$ cat src/rtl/vga_pkg.sv
`default_nettype none
// ----------------------------------------------------------------------------
// vga_pkg : shared 640x480@60 raster constants, sync polarity codes, helpers
// Rev 1.0
// ----------------------------------------------------------------------------
package vga_pkg;

   localparam int VGA_H_ACTIVE = 640;
   localparam int VGA_H_FP     = 16;
   localparam int VGA_H_SYNC   = 96;
   localparam int VGA_H_BP     = 48;
   localparam int VGA_V_ACTIVE = 480;
   localparam int VGA_V_FP     = 10;
   localparam int VGA_V_SYNC   = 2;
   localparam int VGA_V_BP     = 33;

   localparam int VGA_H_TOTAL  = VGA_H_ACTIVE + VGA_H_FP + VGA_H_SYNC + VGA_H_BP;
   localparam int VGA_V_TOTAL  = VGA_V_ACTIVE + VGA_V_FP + VGA_V_SYNC + VGA_V_BP;
   localparam int VGA_MAX_TOTAL = (VGA_H_TOTAL > VGA_V_TOTAL) ? VGA_H_TOTAL : VGA_V_TOTAL;

   localparam bit SYNC_ACT_LOW  = 1'b0;
   localparam bit SYNC_ACT_HIGH = 1'b1;

   // Maps a logical "sync asserted" flag onto the physical pin level.
   function automatic logic sync_level(input logic i_on, input logic i_pol);
      return i_on ? i_pol : ~i_pol;
   endfunction

endpackage
`default_nettype wire

$ cat src/rtl/vga_delay_line.sv
`default_nettype none
// ----------------------------------------------------------------------------
// vga_delay_line : enable-gated shift register, synchronous reset to RST_VAL
// Rev 1.0
// ----------------------------------------------------------------------------
module vga_delay_line #(
   parameter int               DEPTH   = 2,
   parameter int               WIDTH   = 3,
   parameter logic [WIDTH-1:0] RST_VAL = '0
) (
   input  logic             pclk,
   input  logic             reset,
   input  logic             i_en,
   input  logic [WIDTH-1:0] i_d,
   output logic [WIDTH-1:0] o_q
);

   generate
      if (DEPTH == 0) begin : g_bypass
         logic w_unused;
         assign w_unused = &{1'b0, pclk, reset, i_en};
         assign o_q      = i_d;
      end else begin : g_shift
         logic [WIDTH-1:0] r_stage [DEPTH];

         always_ff @(posedge pclk) begin
            if (reset) begin
               for (int i = 0; i < DEPTH; i++) begin
                  r_stage[i] <= RST_VAL;
               end
            end else if (i_en) begin
               r_stage[0] <= i_d;
               for (int i = 1; i < DEPTH; i++) begin
                  r_stage[i] <= r_stage[i-1];
               end
            end
         end

         assign o_q = r_stage[DEPTH-1];
      end
   endgenerate

endmodule
`default_nettype wire

$ cat src/rtl/vga_timing_gen.sv
`default_nettype none
// ----------------------------------------------------------------------------
// vga_timing_gen : parametrised VGA raster counters, delayed syncs, frame strobes
// Rev 1.0
// ----------------------------------------------------------------------------
module vga_timing_gen
   import vga_pkg::*;
#(
   parameter int H_ACTIVE = VGA_H_ACTIVE,
   parameter int H_FP     = VGA_H_FP,
   parameter int H_SYNC   = VGA_H_SYNC,
   parameter int H_BP     = VGA_H_BP,
   parameter int V_ACTIVE = VGA_V_ACTIVE,
   parameter int V_FP     = VGA_V_FP,
   parameter int V_SYNC   = VGA_V_SYNC,
   parameter int V_BP     = VGA_V_BP,
   parameter bit HS_POL   = SYNC_ACT_LOW,
   parameter bit VS_POL   = SYNC_ACT_LOW,
   parameter int CLK_DIV  = 1,
   parameter int PIPE_DLY = 2,
   parameter int CNT_W    = $clog2(VGA_MAX_TOTAL),
   parameter int FRAME_W  = 16
) (
   input  logic               pclk,
   input  logic               reset,
   output logic               pix_tick,
   output logic [CNT_W-1:0]   h_cnt,
   output logic [CNT_W-1:0]   v_cnt,
   output logic               active,
   output logic               hsync,
   output logic               vsync,
   output logic               valid,
   output logic               sof,
   output logic               vblank,
   output logic [FRAME_W-1:0] frame_cnt
);

   localparam int c_H_TOTAL = H_ACTIVE + H_FP + H_SYNC + H_BP;
   localparam int c_V_TOTAL = V_ACTIVE + V_FP + V_SYNC + V_BP;
   localparam int c_DIV_W   = (CLK_DIV > 1) ? $clog2(CLK_DIV) : 1;

   localparam logic [c_DIV_W-1:0] c_DIV_LAST   = c_DIV_W'(CLK_DIV - 1);
   localparam logic [CNT_W-1:0]   c_H_LAST     = CNT_W'(c_H_TOTAL - 1);
   localparam logic [CNT_W-1:0]   c_V_LAST     = CNT_W'(c_V_TOTAL - 1);
   localparam logic [CNT_W-1:0]   c_H_ACT      = CNT_W'(H_ACTIVE);
   localparam logic [CNT_W-1:0]   c_V_ACT      = CNT_W'(V_ACTIVE);
   localparam logic [CNT_W-1:0]   c_V_ACT_LAST = CNT_W'(V_ACTIVE - 1);
   localparam logic [CNT_W-1:0]   c_HS_FIRST   = CNT_W'(H_ACTIVE + H_FP);
   localparam logic [CNT_W-1:0]   c_HS_LAST    = CNT_W'(H_ACTIVE + H_FP + H_SYNC - 1);
   localparam logic [CNT_W-1:0]   c_VS_FIRST   = CNT_W'(V_ACTIVE + V_FP);
   localparam logic [CNT_W-1:0]   c_VS_LAST    = CNT_W'(V_ACTIVE + V_FP + V_SYNC - 1);

   // Idle pattern of the {hsync, vsync, active} bundle.
   localparam logic [2:0] c_IDLE = {~HS_POL, ~VS_POL, 1'b0};

   logic [c_DIV_W-1:0] r_div;
   logic [CNT_W-1:0]   r_h_cnt;
   logic [CNT_W-1:0]   r_v_cnt;
   logic [FRAME_W-1:0] r_frame_cnt;
   logic [2:0]         r_sync_out;

   logic       w_tick;
   logic       w_h_last;
   logic       w_v_last;
   logic       w_active;
   logic       w_hs_raw;
   logic       w_vs_raw;
   logic [2:0] w_dly_out;

   // Gated by reset so no strobe leaks out while the counters are being cleared.
   assign w_tick   = ~reset && (r_div == c_DIV_LAST);
   assign w_h_last = (r_h_cnt == c_H_LAST);
   assign w_v_last = (r_v_cnt == c_V_LAST);
   assign w_active = (r_h_cnt < c_H_ACT) && (r_v_cnt < c_V_ACT);
   assign w_hs_raw = sync_level((r_h_cnt >= c_HS_FIRST) && (r_h_cnt <= c_HS_LAST), HS_POL);
   assign w_vs_raw = sync_level((r_v_cnt >= c_VS_FIRST) && (r_v_cnt <= c_VS_LAST), VS_POL);

   always_ff @(posedge pclk) begin
      if (reset) begin
         r_div       <= '0;
         r_h_cnt     <= '0;
         r_v_cnt     <= '0;
         r_frame_cnt <= '0;
      end else begin
         r_div <= (r_div == c_DIV_LAST) ? '0 : r_div + 1'b1;
         if (w_tick) begin
            r_h_cnt <= w_h_last ? '0 : r_h_cnt + 1'b1;
            if (w_h_last) begin
               r_v_cnt <= w_v_last ? '0 : r_v_cnt + 1'b1;
               if (w_v_last) begin
                  r_frame_cnt <= r_frame_cnt + 1'b1;
               end
            end
         end
      end
   end

   vga_delay_line #(
      .DEPTH   (PIPE_DLY),
      .WIDTH   (3),
      .RST_VAL (c_IDLE)
   ) u_delay (
      .pclk  (pclk),
      .reset (reset),
      .i_en  (w_tick),
      .i_d   ({w_hs_raw, w_vs_raw, w_active}),
      .o_q   (w_dly_out)
   );

   // Final retiming stage runs every pclk so the pins are glitch-free.
   always_ff @(posedge pclk) begin
      if (reset) begin
         r_sync_out <= c_IDLE;
      end else begin
         r_sync_out <= w_dly_out;
      end
   end

   assign pix_tick  = w_tick;
   assign h_cnt     = r_h_cnt;
   assign v_cnt     = r_v_cnt;
   assign active    = w_active;
   assign hsync     = r_sync_out[2];
   assign vsync     = r_sync_out[1];
   assign valid     = r_sync_out[0];
   assign sof       = w_tick && (r_h_cnt == '0) && (r_v_cnt == '0);
   assign vblank    = w_tick && w_h_last && (r_v_cnt == c_V_ACT_LAST);
   assign frame_cnt = r_frame_cnt;

endmodule
`default_nettype wire
$ cat config.mk
export PLATFORM = sky130hd
export DESIGN_NAME = vga_timing_gen
export DESIGN_NICKNAME = d
export VERILOG_FILES = /design/src/rtl/vga_pkg.sv /design/src/rtl/vga_delay_line.sv /design/src/rtl/vga_timing_gen.sv
export SDC_FILE = /design/constraint.sdc
export NUM_CORES = 1
export LEC_CHECK = 0
export ABC_AREA = 1
export CAP_MARGIN = 15
export CORE_MARGIN = 2
export CORE_UTILIZATION = 49
export CTS_CLUSTER_DIAMETER = 200
export DETAILED_ROUTE_END_ITERATION = 8
export HOLD_SLACK_MARGIN = 0.15
export PLACE_DENSITY = 0.75
export SYNTH_ARGS = -nofsm -noshare
export SYNTH_HDL_FRONTEND = slang
export SYNTH_SLANG_ARGS = --single-unit
$ cat constraint.sdc
create_clock -name pclk -period 3.53 [get_ports pclk]
set_input_delay 0.353 -clock pclk [delete_from_list [all_inputs] [get_ports pclk]]
set_output_delay 0.353 -clock pclk [all_outputs]
set_load 0.03 [all_outputs]
# Word-level counts from Yosys, hierarchy flattened
# Memories as Yosys holds them, arrays and structs flattened. A register that Yosys moved wholly into a read port is not among the register bits.
# Cells that the tools add are included.
classes:
  add_sub_neg: 4
  n_lt_le_gt_ge: 6
  n_eq_ne: 3
  n_mux: 11
  bitwise_logic: 4
  n_reduce_logical: 13
op_table:
  columns: ["cell", "count"]
  rows:
  - ["adder 10 x 1 -> 10 bit (second input constant)", 2]
  - ["== test 10 bit (second input constant)", 2]
  - ["logical NOT 10 bit", 2]
  - ["2-to-1 mux 10 bit", 2]
  - ["adder 16 x 1 -> 16 bit (second input constant)", 1]
  - ["== test 10 x 9 -> 1 bit (second input constant)", 1]
  - [">= comparator 10 bit (second input constant)", 1]
  - [">= comparator 10 x 9 -> 1 bit (second input constant)", 1]
  - ["less-or-equal comparator 10 bit (second input constant)", 1]
  - ["less-or-equal comparator 10 x 9 -> 1 bit (second input constant)", 1]
  - ["less-than comparator 10 bit (second input constant)", 1]
  - ["less-than comparator 10 x 9 -> 1 bit (second input constant)", 1]
  - ["logical AND 1 bit", 8]
  - ["2-to-1 mux 1 bit", 7]
  - ["2-to-1 mux 3 bit", 2]
  - ["AND reduction 3 bit", 1]
  - ["NOT 1 bit", 2]
  - ["bitwise OR 1 bit", 2]
  - ["AND reduction 2 bit", 1]
  - ["OR reduction 2 bit", 1]
  - ["adder 1 bit (second input constant)", 1]
word_totals:
  register_bits: 37
  mem_bits_rw: 6
  inputBits: 2
  output_inout_bits: 43
  word_cells: 46
  mem_count: 1
memory_table:
  columns: ["memory", "depth", "width", "read_ports", "rd_ports_with_merged_regs", "wr", "line_no", "source"]
  rows:
  - ["u_delay.g_shift.r_stage", 2, 3, 2, 1, 2, "vga_delay_line.sv:24", "logic [WIDTH-1:0] r_stage [DEPTH];"]

# Longest topological paths before layout
# Gate-level depths: netlist (run 1).
logic_depth:
  word_depth: 6
  depth_mapped: 11
  mapped_depth_nobuf: 11

# Hierarchy
# A second synthesis (run 1) with hierarchy kept.
hier_totals:
  hier_cells: 368
  hier_area_um2: 2544.9
modules_own_cells:
  columns: ["module", "n_inst", "cells_per_inst", "area_per_inst_um2", "seq_area_each_um2"]
  rows:
  - ["vga_timing_gen", 1, 342, 2275.9, 800.8]
  - ["vga_delay_line", 1, 26, 269.0, 180.2]

# Least setup slack after synthesis (run 1)
# OpenSTA, ideal clock, no wires.
synth_timing:
  path_kind: "register -> output"
  startpoint: "register r_h_cnt[1], in the netlist h_cnt[1]"
  endpoint: "output vblank"
  arrival_ps: 2097
  t_required_ps: 3177
  path_slack_ps: 1080
  stages_incl_launch_ff: 9
  path_buffers: 1
  path_cell_list: "dfxtp_1 ha_1 nand2_1 nor2_1 nand3_1 nor2_1 buf_4 nand4_1 nor3_1"
synth_between:
  elab_chain_cells: 3
synth_lines:
  columns: ["element", "line_no", "source"]
  rows:
  - ["start, declared", "vga_timing_gen.sv:57", "logic [CNT_W-1:0] r_h_cnt;"]
  - ["start signal, assigned", "vga_timing_gen.sv:87", "r_h_cnt <= w_h_last ? '0 : r_h_cnt + 1'b1;"]
  - ["== test 10 bit", "vga_timing_gen.sv:72", "assign w_h_last = (r_h_cnt == c_H_LAST);"]
  - ["logical AND 1 bit (2 in a row)", "vga_timing_gen.sv:127", "assign vblank = w_tick && w_h_last && (r_v_cnt == c_V_ACT_LAST);"]
  - ["end, declared", "vga_timing_gen.sv:34", "output logic vblank,"]
# Every way passes these cells.

# Worst setup path in the final report (run 1)
layout_timing:
  startpoint: "input reset"
  endpoint: "output sof"
layout_between:
  elab_chain_cells: 4
layout_lines:
  columns: ["element", "line_no", "source"]
  rows:
  - ["start, declared", "vga_timing_gen.sv:25", "input logic reset,"]
  - ["NOT 1 bit", "vga_timing_gen.sv:71", "assign w_tick = ~reset && (r_div == c_DIV_LAST);"]
  - ["logical AND 1 bit", "vga_timing_gen.sv:71", null]
  - ["logical AND 1 bit (2 in a row)", "vga_timing_gen.sv:126", "assign sof = w_tick && (r_h_cnt == '0) && (r_v_cnt == '0);"]
  - ["end, declared", "vga_timing_gen.sv:33", "output logic sof,"]
# Every way passes these cells.

==> results of run 1 <==
cell families (layout without fill, tap and decap cells):
logic type | Yosys count | count (layout) | synth area share, %
other | 1 | 1 | 0.149
AOI/OAI and AO/OA | 36 | 36 | 8.85
adders and majority gates | 5 | 5 | 2.49
DFF | 46 | 46 | 39.0
buffers and inverters | 50 | 98 | 8.11
xor gates and xnor gates | 11 | 11 | 3.83
and+or+nand+nor | 214 | 214 | 37.6
synth_stat cells (all sizes together):
cell,instances,area share [%]
nand2,99,15
inv,44,6.6
buf,4,1.2
o2111ai,1,0.35
edfxtp,6,7.2
a21oi,23,5.9
clkbuf,2,0.30
o21ai,10,2.0
nor4,2,0.50
o211ai,2,0.60
nand3,26,5.7
conb,1,0.15
nor2,61,10
ha,5,2.5
nand4,14,3.5
or2,4,0.99
xor2,8,2.8
nor3,8,1.8
xnor2,3,1.0
dfxtp,40,32
metal layers:
layer	track usage (%)	routed length (um)	vias to the layer above
li1	-	-	1257
met1	31.3	2780	1141
met2	38.6	2940	73
met3	4.10	329	6
met4	6.24	57	0
met5	0	0	-
worst max path at each step:
stage	endpoint	slack [ps]
finish	sof	1010
global placement	sof	1060
detailed placement	sof	1010
floorplan	vblank	1080
CTS	sof	1000
global route	sof	900
stage by stage:
stage	total power [mW]	instance area, um2	worst slack (ps)	cells	util, %
6_report	0.931	3110	1010	481	61.7
2_1_floorplan	0.576	2520	1080	363	-
4_1_cts	0.936	3110	998	481	61.7
5_1_grt	0.963	3110	896	481	61.7
3_5_place_dp	0.594	3020	1010	473	59.9
3_3_place_gp	0.592	3020	1060	473	59.9
flip-flops by register name (all words and copies together), names as in the netlist:
| register | flops |
|---|---|
| r_sync_out | 3 |
| u_delay.g_shift.r_stage | 6 |
| h_cnt | 10 |
| frame_cnt | 16 |
| v_cnt | 10 |
| r_div | 1 |
worst reg2reg max path, stage by stage (launching register included):
cell and delay (ps):
dfxtp_1 400, ha_1 230, nand3_1 110, nor2_2 160
nand3_4 180, inv_2 170, nand2_1 290, nand2_1 180
a21oi_2 70
power by group through the flow:
stage | sequential (mW) | clock [mW] | combinational [mW]
2_1_floorplan | 0.554 | 0 | 0.0224
3_3_place_gp | 0.549 | 0 | 0.0426
3_5_place_dp | 0.550 | 0 | 0.0443
4_1_cts | 0.538 | 0.354 | 0.0444
5_1_grt | 0.539 | 0.376 | 0.0480
6_report | 0.538 | 0.348 | 0.0445
final cells by class:
type	instances	area, um2	share of cell area (%)
Multi-Input combinational cell	267	1330	42.8
Sequential cell	46	981	31.5
Inverter	44	165	5.31
Timing Repair Buffer	46	453	14.6
Clock buffer	5	68.8	2.21
Tap cell	70	87.6	2.81
Clock inverter	3	25.0	0.804
==> impl_metrics.tcl, run 1 <==
set metrics [dict create \
    outcome "completed" \
    crit_type "in -> out" \
    cts_resized 0 \
    cts_tree "built" \
    finalSetupTns_ps 0 \
    routabilityCongestion 0.862 \
    layout-drive-gt1-share_pct 9.25 \
    setup_viol 0 \
    grt_antenna_before_repair 0 \
    holdPathEnd "r_sync_out[1]$_SDFF_PP1_" \
    cp_slowest_cell "clkdlybuf4s50_1" \
    syn_area_per_cell_um2 6.93 \
    crit_chain "clkdlybuf4s50_1, nor2_4, nand3_1, nor4_1, clkdlybuf4s50_1" \
    ys_warn_count 0 \
    finalNetCount 417 \
    min_from "u_delay.g_shift.r_stage[1][1]$_SDFFCE_PN1P_" \
    worstPathArrival_ps 2160 \
    clk_latency_ps 310 \
    die-area_um2 5720 \
    drc 0 \
    antenna_cells 0 \
    grt_first_pass_wirelength_mm 10.1 \
    cp_top_family "buffers and inverters" \
    leakage_nw 1.11 \
    critical_path_buf_inv_count 2 \
    crit_path_start "reset" \
    hold_ws_ps 433 \
    path_max_fanout 8 \
    die_width_um 75.7 \
    numCtsBuffers 5 \
    wl_per_cell_um 12.7 \
    grt_pass1_vias 2202 \
    root_buffer "clkbuf_8" \
    cpPeakStageDelay_ps 710 \
    rrSetupSlack_ps 1640 \
    grt_util_all_layers_pct 23.2 \
    min_path_type "reg -> reg" \
    via_count 2477 \
    period_share_pct 71.3 \
    cp.required_ps 3180 \
    finalHoldViolCount 0 \
    pwr-share-clk_pct 37.4 \
    htree_levels 2 \
    netlist_instances 363 \
    grt_overflow 0 \
    crit_cells 5 \
    min_period_ps 2520 \
    drv_slew 0 \
    start_util_pct 49.9 \
    rsz0062_at_grt "no" \
    cp-end-kind "output pin" \
    timing.rr.end "frame_cnt[2]$_SDFFE_PP0P_" \
    row_count 26 \
    final_cell_mix "nand2_1, nor2_1, clkdlybuf4s50_1, inv_1, dfxtp_1" \
    r2r_cells 8 \
    holdPathStages 1 \
    drtAntennaViolNets 0 \
    dp_hpwl_mm 4.48 \
    ioPinCount 45 \
    portBuffers 44 \
    pwr-share-comb_pct 4.8 \
    sequentialPowerShare_pct 57.8 \
    layout_commonest_cell "nand2_1" \
    ys_ff_latch 46 \
    clock_skew_ps 6.69 \
    clk_pin_slew_ps 90 \
    grt_max_degree 22 \
    startpoint_type "input port" \
    cts_setup_buffers 0 \
    switchingPower_uw 239 \
    cts_buffer_depth 2 \
    max_freq_ghz 0.397 \
    synth.distinct_cells 29 \
    r2r_start "h_cnt[1]$_SDFFE_PP0P_" \
    power_density_nw_per_um2 299 \
    syn2layout_area_growth_pct 23.7 \
    clkSinkCount 46 \
    switching_share_pct 25.7 \
    syn_area_um2 2520 \
    fillerInstances 499 \
    syn_nets 370 \
    hold_buffers 0 \
    avgViaCountPerCell 5.15 \
    firstDrtPassIters 4 \
    ir_worst_vdd_mv 0.194 \
    die_height_um 75.7 \
    internal_power_uw 691 \
    cap_violations 0 \
    core_area_um2 5040 \
    totalWireLength_mm 6.10 \
    cp_common_cell "clkdlybuf4s50_1" \
    drt_iter0_drc 186 \
    ys_seq_area_share_pct 39.0 \
]
Power figures use the tool's default switching activity.
==> inputs of run 2 (changes only) <==
Clock period 3.53 ns to 2.55 ns, I/O delays scaled along.
==> run 2 against run 1 <==
Critical path depth up 3; wire length down 5.5%; worst setup slack worse by 650 ps; global-route usage down 1.5 points; design area down 0.20%; core utilization down 0.12 points; sequential share of layout area up 0.063 points; clock power up 35%; critical path type is now reg -> out; largest cell class unchanged; highest routed layer unchanged.
==> impl_metrics.tcl, run 2 (same netlist as run 1, synthesis figures left out) <==
set metrics [dict create \
    outcome "completed" \
    die-area_um2 5720 \
    grt_pass1_vias 2139 \
    cts_setup_buffers 0 \
    clock_skew_ps 6.32 \
    die_height_um 75.7 \
    power_density_nw_per_um2 409 \
    cp_slowest_cell "dfxtp_1" \
    largest_reg_flops 16 \
    grt_max_degree 22 \
    cts_buffer_depth 2 \
    die_width_um 75.7 \
    ioPinCount 45 \
    finalNetCount 417 \
    leakage_nw 1.11 \
    pwr-share-comb_pct 4.6 \
    cp.required_ps 2300 \
    cp_common_cell "nor2_1" \
    core_area_um2 5040 \
    numCtsBuffers 5 \
    avgViaCountPerCell 5.01 \
    row_count 26 \
    cts_resized 0 \
    setup_viol 0 \
    via_count 2411 \
    rsz0062_at_grt "no" \
    portBuffers 44 \
    cpPeakStageDelay_ps 390 \
    drt_iter0_drc 114 \
    cap_violations 0 \
    switching_share_pct 25.0 \
    drc 0 \
    cp-end-kind "output pin" \
    grt_util_all_layers_pct 21.8 \
    antenna_cells 0 \
    wl_per_cell_um 12.0 \
    syn2layout_area_growth_pct 23.4 \
    clkSinkCount 46 \
    drv_slew 0 \
    clk_pin_slew_ps 90 \
    switchingPower_uw 318 \
    layout-drive-gt1-share_pct 9.73 \
    min_period_ps 2180 \
    totalWireLength_mm 5.76 \
    period_share_pct 85.6 \
    worstPathArrival_ps 1930 \
    layout_commonest_cell "nand2_1" \
    routabilityCongestion 0.884 \
    finalSetupTns_ps 0 \
    sequentialPowerShare_pct 58.5 \
    rrSetupSlack_ps 690 \
    grt_first_pass_wirelength_mm 9.47 \
    hold_ws_ps 429 \
    cts_tree "built" \
    internal_power_uw 954 \
    grt_overflow 0 \
    crit_type "reg -> out" \
    htree_levels 2 \
    start_util_pct 49.9 \
    ir_worst_vdd_mv 0.288 \
    hold_buffers 0 \
    grt_antenna_before_repair 0 \
    pwr-share-clk_pct 36.9 \
    finalHoldViolCount 0 \
    drtAntennaViolNets 0 \
    crit_chain "ha_1, nand2_1, nor2_1, nand3_1, nor2_1, nand4_1, nor3_1, buf_4" \
    dp_hpwl_mm 4.28 \
    startpoint_type "flip-flop" \
    path_max_fanout 4 \
    min_path_type "reg -> reg" \
    firstDrtPassIters 4 \
    clk_latency_ps 310 \
    root_buffer "clkbuf_8" \
    final_cell_mix "nand2_1, nor2_1, inv_1, clkdlybuf4s50_1, dfxtp_1" \
    max_freq_ghz 0.458 \
]
run 2: area by class of cell:
cell class	count	area, um2
Timing Repair Buffer	46	448
Fill cell	475	1940
Multi-Input combinational cell	267	1330
Inverter	44	165
Sequential cell	46	981
Clock buffer	5	68.8
Clock inverter	3	23.8
Tap cell	70	87.6
run 2: critical path, delay by kind of cell, from the launching register on:
kind / cells / cell delay (ps)
adders and majority gates: 1 / 210
DFF: 1 / 390
buffers and inverters: 1 / 200
and+or+nand+nor: 6 / 800
run 2: power groups by stage:
stage	sequential, mW	combinational, mW	clock (mW)
2_1_floorplan	0.767	0.0311	0
3_3_place_gp	0.761	0.0581	0
3_5_place_dp	0.761	0.0599	0
4_1_cts	0.744	0.0599	0.483
5_1_grt	0.745	0.0655	0.511
6_report	0.744	0.0591	0.469
run 2: stage by stage:
step / setup WS [ps] / area [um2] / utilization [%] / power, mW / cells
5_1_grt: 246 / 3110 / 61.6 / 1.32 / 481
6_report: 367 / 3110 / 61.6 / 1.27 / 481
3_3_place_gp: 529 / 3010 / 59.8 / 0.819 / 473
4_1_cts: 378 / 3110 / 61.6 / 1.29 / 481
2_1_floorplan: 198 / 2520 / - / 0.798 / 363
3_5_place_dp: 438 / 3010 / 59.8 / 0.821 / 473
run 2: path summary, 6_finish.rpt:
check                                                    from                  endpoint  cells past startpoint
hold reg to reg   u_delay.g_shift.r_stage[1][2]$_SDFFCE_PN1P_  r_sync_out[2]$_SDFF_PP1_                      1
hold / removal    u_delay.g_shift.r_stage[1][2]$_SDFFCE_PN1P_  r_sync_out[2]$_SDFF_PP1_                      1
setup / recovery                        h_cnt[1]$_SDFFE_PP0P_                    vblank                      8
setup reg to reg                        h_cnt[1]$_SDFFE_PP0P_     v_cnt[2]$_SDFFE_PP0P_                     11
run 2: layer usage:
metal / global-route usage (%) / vias up / routed length, um
met5: 0 / - / 0
met4: 9.75 / 0 / 153
met3: 4.63 / 13 / 264
met2: 33.0 / 67 / 2600
met1: 29.8 / 1065 / 2740
li1: - / 1266 / -
